==> src/rtl/hazard_tracker_if.sv <==
// D-stage instruction in, stall and E/M/W destination tags out.
// The pipeline control side is master; hazard_tracker is slave.
interface hazard_tracker_if;
   logic [31:0] ir_d;
   logic        stall;
   logic [4:0]  dst_e, dst_m, dst_w;
   logic [1:0]  tnew_e, tnew_m;
   logic        wen_e, wen_m, wen_w;

   modport master (
      output ir_d,
      input  stall, dst_e, dst_m, dst_w, tnew_e, tnew_m, wen_e, wen_m, wen_w
   );
   modport slave (
      input  ir_d,
      output stall, dst_e, dst_m, dst_w, tnew_e, tnew_m, wen_e, wen_m, wen_w
   );
endinterface

==> src/rtl/hazard_tracker.sv <==
// Decodes D-stage destination/source tags, tracks them down E->M->W and raises stall.
// Define HAZARD_STALL_CNT_EN to add the saturating stall_cnt output.
module hazard_tracker (
   input  logic        clk,
   input  logic        reset,
`ifdef HAZARD_STALL_CNT_EN
   output logic [31:0] stall_cnt,
`endif
   hazard_tracker_if.slave hz
);

   typedef struct packed {
      logic [4:0] dst;
      logic       wen;
      logic [1:0] tnew;
   } tag_t;

   localparam logic [5:0] OP_RTYPE = 6'h00, OP_J   = 6'h02, OP_JAL = 6'h03,
                          OP_BEQ   = 6'h04, OP_ORI = 6'h0d, OP_LUI = 6'h0f,
                          OP_LW    = 6'h23, OP_SW  = 6'h2b;
   localparam logic [5:0] FN_JR = 6'h08, FN_ADDU = 6'h21, FN_SUBU = 6'h23;

   logic [5:0] op, func;
   logic [4:0] rs, rt, rd;
   assign op   = hz.ir_d[31:26];
   assign rs   = hz.ir_d[25:21];
   assign rt   = hz.ir_d[20:16];
   assign rd   = hz.ir_d[15:11];
   assign func = hz.ir_d[5:0];

   logic unused_shamt;
   assign unused_shamt = ^hz.ir_d[10:6];

   tag_t       tag_d, tag_e, tag_m;
   logic [4:0] dst_w;
   logic       wen_w;
   logic [4:0] dst_raw, src_a, src_b;
   logic [1:0] tnew_raw, use_a, use_b;
   logic       has_dst;

   // Unused source slots are left at register 0, which can never stall.
   always_comb begin
      dst_raw  = 5'd0;
      tnew_raw = 2'd0;
      has_dst  = 1'b0;
      src_a    = 5'd0;
      use_a    = 2'd0;
      src_b    = 5'd0;
      use_b    = 2'd0;
      case (op)
         OP_RTYPE: begin
            if (func == FN_ADDU || func == FN_SUBU) begin
               dst_raw  = rd;
               tnew_raw = 2'd1;
               has_dst  = 1'b1;
               src_a    = rs;
               use_a    = 2'd1;
               src_b    = rt;
               use_b    = 2'd1;
            end else if (func == FN_JR) begin
               src_a = rs;
            end
         end
         OP_ORI: begin
            dst_raw  = rt;
            tnew_raw = 2'd1;
            has_dst  = 1'b1;
            src_a    = rs;
            use_a    = 2'd1;
         end
         OP_LUI: begin
            dst_raw  = rt;
            tnew_raw = 2'd1;
            has_dst  = 1'b1;
         end
         OP_LW: begin
            dst_raw  = rt;
            tnew_raw = 2'd2;
            has_dst  = 1'b1;
            src_a    = rs;
            use_a    = 2'd1;
         end
         OP_SW: begin
            src_a = rs;
            use_a = 2'd1;
            src_b = rt;
            use_b = 2'd2;
         end
         OP_BEQ: begin
            src_a = rs;
            src_b = rt;
         end
         OP_JAL: begin
            dst_raw = 5'd31;
            has_dst = 1'b1;
         end
         default: ;
      endcase
      tag_d.wen  = has_dst && (dst_raw != 5'd0);
      tag_d.dst  = tag_d.wen ? dst_raw  : 5'd0;
      tag_d.tnew = tag_d.wen ? tnew_raw : 2'd0;
   end

   function automatic logic hit(input logic [4:0] s, input logic [1:0] u,
                                input tag_t e, input tag_t m);
      hit = (s != 5'd0) &&
            ((e.wen && e.dst == s && e.tnew > u) ||
             (m.wen && m.dst == s && m.tnew > u));
   endfunction

   logic stall;
   assign stall = hit(src_a, use_a, tag_e, tag_m) | hit(src_b, use_b, tag_e, tag_m);

   always_ff @(posedge clk or posedge reset) begin
      if (reset) begin
         tag_e <= '0;
         tag_m <= '0;
         dst_w <= 5'd0;
         wen_w <= 1'b0;
      end else begin
         tag_e      <= stall ? '0 : tag_d;
         tag_m.dst  <= tag_e.dst;
         tag_m.wen  <= tag_e.wen;
         tag_m.tnew <= (tag_e.tnew != 2'd0) ? tag_e.tnew - 2'd1 : 2'd0;
         dst_w      <= tag_m.dst;
         wen_w      <= tag_m.wen;
      end
   end

`ifdef HAZARD_STALL_CNT_EN
   always_ff @(posedge clk or posedge reset) begin
      if (reset)
         stall_cnt <= 32'd0;
      else if (stall && stall_cnt != 32'hffff_ffff)
         stall_cnt <= stall_cnt + 32'd1;
   end
`endif

   assign hz.stall  = stall;
   assign hz.dst_e  = tag_e.dst;
   assign hz.dst_m  = tag_m.dst;
   assign hz.dst_w  = dst_w;
   assign hz.tnew_e = tag_e.tnew;
   assign hz.tnew_m = tag_m.tnew;
   assign hz.wen_e  = tag_e.wen;
   assign hz.wen_m  = tag_m.wen;
   assign hz.wen_w  = wen_w;

endmodule

==> src/flat_wrapper.sv <==
// flat-port wrapper written by rule: the top's interface ports become plain ports
module hazard_tracker_flat 
  (clk, reset, hz_ir_d, hz_stall, hz_dst_e, hz_dst_m, hz_dst_w, hz_tnew_e, hz_tnew_m, hz_wen_e, hz_wen_m, hz_wen_w);
  hazard_tracker_if hz_i ();
  input  logic clk;
  input  logic reset;
  input wire logic [$bits(hz_i.ir_d)-1:0] hz_ir_d;
  output wire logic [$bits(hz_i.stall)-1:0] hz_stall;
  output wire logic [$bits(hz_i.dst_e)-1:0] hz_dst_e;
  output wire logic [$bits(hz_i.dst_m)-1:0] hz_dst_m;
  output wire logic [$bits(hz_i.dst_w)-1:0] hz_dst_w;
  output wire logic [$bits(hz_i.tnew_e)-1:0] hz_tnew_e;
  output wire logic [$bits(hz_i.tnew_m)-1:0] hz_tnew_m;
  output wire logic [$bits(hz_i.wen_e)-1:0] hz_wen_e;
  output wire logic [$bits(hz_i.wen_m)-1:0] hz_wen_m;
  output wire logic [$bits(hz_i.wen_w)-1:0] hz_wen_w;
  assign hz_i.ir_d = hz_ir_d;
  assign hz_stall = hz_i.stall;
  assign hz_dst_e = hz_i.dst_e;
  assign hz_dst_m = hz_i.dst_m;
  assign hz_dst_w = hz_i.dst_w;
  assign hz_tnew_e = hz_i.tnew_e;
  assign hz_tnew_m = hz_i.tnew_m;
  assign hz_wen_e = hz_i.wen_e;
  assign hz_wen_m = hz_i.wen_m;
  assign hz_wen_w = hz_i.wen_w;
  hazard_tracker u_core (.clk(clk), .reset(reset), .hz(hz_i));
endmodule
==> config.mk <==
export PLATFORM = sky130hd
export DESIGN_NAME = hazard_tracker_flat
export DESIGN_NICKNAME = d
export VERILOG_FILES = /design/src/rtl/hazard_tracker_if.sv /design/src/rtl/hazard_tracker.sv /design/src/flat_wrapper.sv
export SDC_FILE = /design/constraint.sdc
export NUM_CORES = 1
export LEC_CHECK = 0
export ABC_AREA = 1
export CAP_MARGIN = 20
export CORE_MARGIN = 2
export CORE_UTILIZATION = 47
export DETAILED_ROUTE_END_ITERATION = 7
export HOLD_SLACK_MARGIN = 0.02
export PLACE_DENSITY = 0.87
export SLEW_MARGIN = 20
export SYNTH_ARGS = -nofsm -noshare
export SYNTH_HDL_FRONTEND = slang
export SYNTH_SLANG_ARGS = --single-unit
==> constraint.sdc <==
create_clock -name clk -period 3.4 [get_ports clk]
set_clock_uncertainty 0.15 [all_clocks]
set_input_delay 0.68 -clock clk [delete_from_list [all_inputs] [get_ports clk]]
set_output_delay 0.68 -clock clk [all_outputs]
set_load 0.05 [all_outputs]
==> impl_metrics.py <==
metrics = {
    "run_status": {
        "status": "finished, violations left",
        "violations": "negative setup slack",
    },
    "critical_path": {
        "worstPathCellList": "clkdlybuf4s50_1 > nor2_1 > nand3_2 > nor2_1 > nor2_2 > nand2_4 > nand2_2 > nand2_2 > nand2_1 > nor2_1 > nand3b_1 > nand2_2 > nand2_4 > nand2_4 > buf_12",
        "worst-path-max-fanout": 5,
        "worstSetupEndpointType": "output pin",
        "slowest_delay_ps": 400,
        "worstPathArrival_ps": 2760,
        "cp.required_ps": 2570,
        "critPathBufInv": 2,
        "critPathSlowestCell": "clkdlybuf4s50_1",
        "crit_type": "primary input to output pin",
        "cp_top_family": "simple AND/OR/NAND/NOR gates",
        "reg2reg_setup_slack_ps": 540,
        "startpoint_type": "primary input",
    },
    "floorplan": {
        "die_h_um": 66.0,
        "die_area_mm2": 0.00436,
        "core_mm2": 0.00369,
        "start_util_pct": 49.1,
        "die_w_um": 66.0,
        "io_pins": 57,
        "row_count": 22,
    },
    "pwr": {
        "ir_drop_mv": 0.146,
        "seqPwrFrac_pct": 41.2,
        "p_sw_mw": 0.210,
        "switching_share_pct": 31.7,
        "power_density_mw_per_mm2": 220,
        "clock_power_share_pct": 30.3,
        "combPwrFrac_pct": 28.5,
        "p_int_mw": 0.451,
        "total_power_mw": 0.661,
        "cellLeakagePower_nw": 1.49,
    },
    "synth": {
        "synthCells": 266,
        "syn_area_per_cell_um2": 6.80,
        "synth_top_area_share_pct": 30.4,
        "synth_top_area_cell": "dfrtp_1",
        "yosysSeqAreaShare_pct": 30.4,
        "netlist_top_cells_area": "dfrtp_1 30%, nand2_1 14%, inv_1 8.5%, nor2_1 7.7%, nand3_1 6.6%",
        "yosys_register_bits": 22,
        "synth_fp_nets": 306,
        "netlist-cell-type-count": 26,
        "syn_area_mm2": 0.00181,
        "yosys_warnings": 0,
    },
    "routing": {
        "first_pass_iters": 7,
        "vias": 2448,
        "via_per_inst": 5.81,
        "wl_per_cell_um": 17.8,
        "ant_nets": 0,
        "dr.first_iter.drc_count": 395,
        "wl_um": 7490,
        "drc": 0,
    },
    "clock_network": {
        "cts_sinks": 22,
        "cts_root_buf": "clkbuf_8",
        "cts_made_buffers": 3,
        "clk_pin_slew_ps": 80,
        "cts.path.max_buffers": 2,
        "cts_tree": "done",
        "insertion_delay_ps": 280,
        "cts_max_level": 1,
    },
    "placed_design": {
        "hpwl_um": 3880,
        "io_buffers": 51,
        "gp_congestion": 0.873,
    },
    "timing": {
        "finalSetupViolations": 1,
        "min_period_ps": 3590,
        "worst_pin_slew_ps": 909,
        "setup_ws_ps": -187,
        "maxSlewHeadroom_pct": 39.3,
        "max_freq_mhz": 279,
        "hold_slack_ps": 257,
        "finalCritPeriodShare_pct": 106,
        "hold_viol": 0,
        "rsz0062_at_grt": "true",
        "report.final.slew_viol_count": 0,
    },
    "final_layout": {
        "fin_nets": 414,
        "drive_above_1_share_pct": 37.0,
        "syn2layout_area_growth_pct": 66.2,
        "n_antenna_cell": 0,
    },
    "grt": {
        "grt_start_max_net_pins": 23,
        "antenna_found_initial": 0,
        "grt_pass1_wl_um": 11500,
        "overflow": 0,
        "grt_use_total_pct": 35.9,
        "grt_pass1_vias": 2418,
    },
    "flow_run": {
        "drv_cap": 0,
    },
    "worst_hold_path": {
        "hp-class": "flop to flop",
    },
}
## flip-flops by register name, indices dropped and copies added (netlist names)
| signal | flops |
|---|---|
| u_core.hz.wen_w | 1 |
| u_core.hz.tnew_e | 2 |
| u_core.hz.wen_e | 1 |
| u_core.hz.dst_e | 5 |
| u_core.hz.wen_m | 1 |
| u_core.hz.tnew_m | 2 |
| u_core.hz.dst_w | 5 |
| u_core.hz.dst_m | 5 |
## metal layers
layer	wire [um]	vias to the layer above	track usage, %
met5	0	-	0
met4	652	0	26.5
met3	747	81	6.47
met2	3560	243	58.7
met1	2540	1067	41.9
li1	-	1057	-
## final timing paths
path | depth (start not counted) | start | to
setup / recovery | 15 | hz_ir_d[1] | hz_stall
hold / removal | 0 | u_core.hz.wen_m | u_core.hz.wen_w
setup reg to reg | 20 | u_core.hz.tnew_e[0] | u_core.hz.dst_e[1]
hold reg to reg | 0 | u_core.hz.wen_m | u_core.hz.wen_w
max in group asynchronous | 2 | reset | u_core.hz.dst_m[0]
min in group asynchronous | 2 | reset | u_core.hz.tnew_e[0]
## cell usage after synthesis, drive strengths merged
library cell,n
nand3,33
nor3,1
nor2,52
a211oi,2
dfrtp,22
ha,6
inv,43
nand2,77
clkinv,1
a21boi,2
nand4,3
a31oi,1
o21ai,8
a221o,1
a21oi,7
nand3b,6
buf,1
## power by group through the flow
stage | Combinational (mW) | Clock, mW | Sequential, mW
2_1_floorplan | 0.0560 | 0 | 0.298
3_3_place_gp | 0.150 | 0 | 0.277
3_5_place_dp | 0.154 | 0 | 0.277
4_1_cts | 0.170 | 0.190 | 0.272
5_1_grt | 0.200 | 0.213 | 0.273
6_report | 0.189 | 0.200 | 0.272
## placed cells by master (no fill, tap or decap), drive strengths merged, types with 3 or more instances in the layout
master         count
a21oi              7
buf               59
clkbuf             6
clkdlybuf4s15      3
clkdlybuf4s50     39
dfrtp             22
ha                 6
inv               43
nand2             78
nand3             33
nand3b             6
nand4              3
nor2              52
o21ai              8
## logic make-up after synthesis
family | synth area share, %
adders and majority gates | 4.15
DFF | 30.4
buffers and inverters | 10.2
AOI/OAI and AO/OA | 6.78
and+or+nand+nor | 48.4
## layout make-up
type	instances	area [um^2]
Fill cell	201	682
Clock buffer	4	55.1
Tap cell	48	60.1
Timing Repair Buffer	103	901
Multi-Input combinational cell	200	1270
Sequential cell	22	551
Inverter	44	165
## per-stage QoR
step	util [%]	worst slack, ps	TNS [ps]	cell area, um^2	cells
finish	81.5	-187	-187	3010	421
global placement	69.7	-391	-391	2570	391
global route	81.5	-232	-899	3010	421
floorplan	-	154	0	1810	266
CTS	79.0	0.119	0	2920	418
detailed placement	69.7	-529	-529	2570	391
## timing repair
| item | in CTS | in global routing |
|---|---|---|
| resized for setup | 67 | 25 |
| setup buffers | 22 | 3 |
| setup endpoints to repair | 1 | 8 |
| cloned | 1 | 0 |
| pin swaps | 25 | 27 |
| hold buffers | 0 | 0 |
No activity file was read; power rests on OpenSTA's default activity.
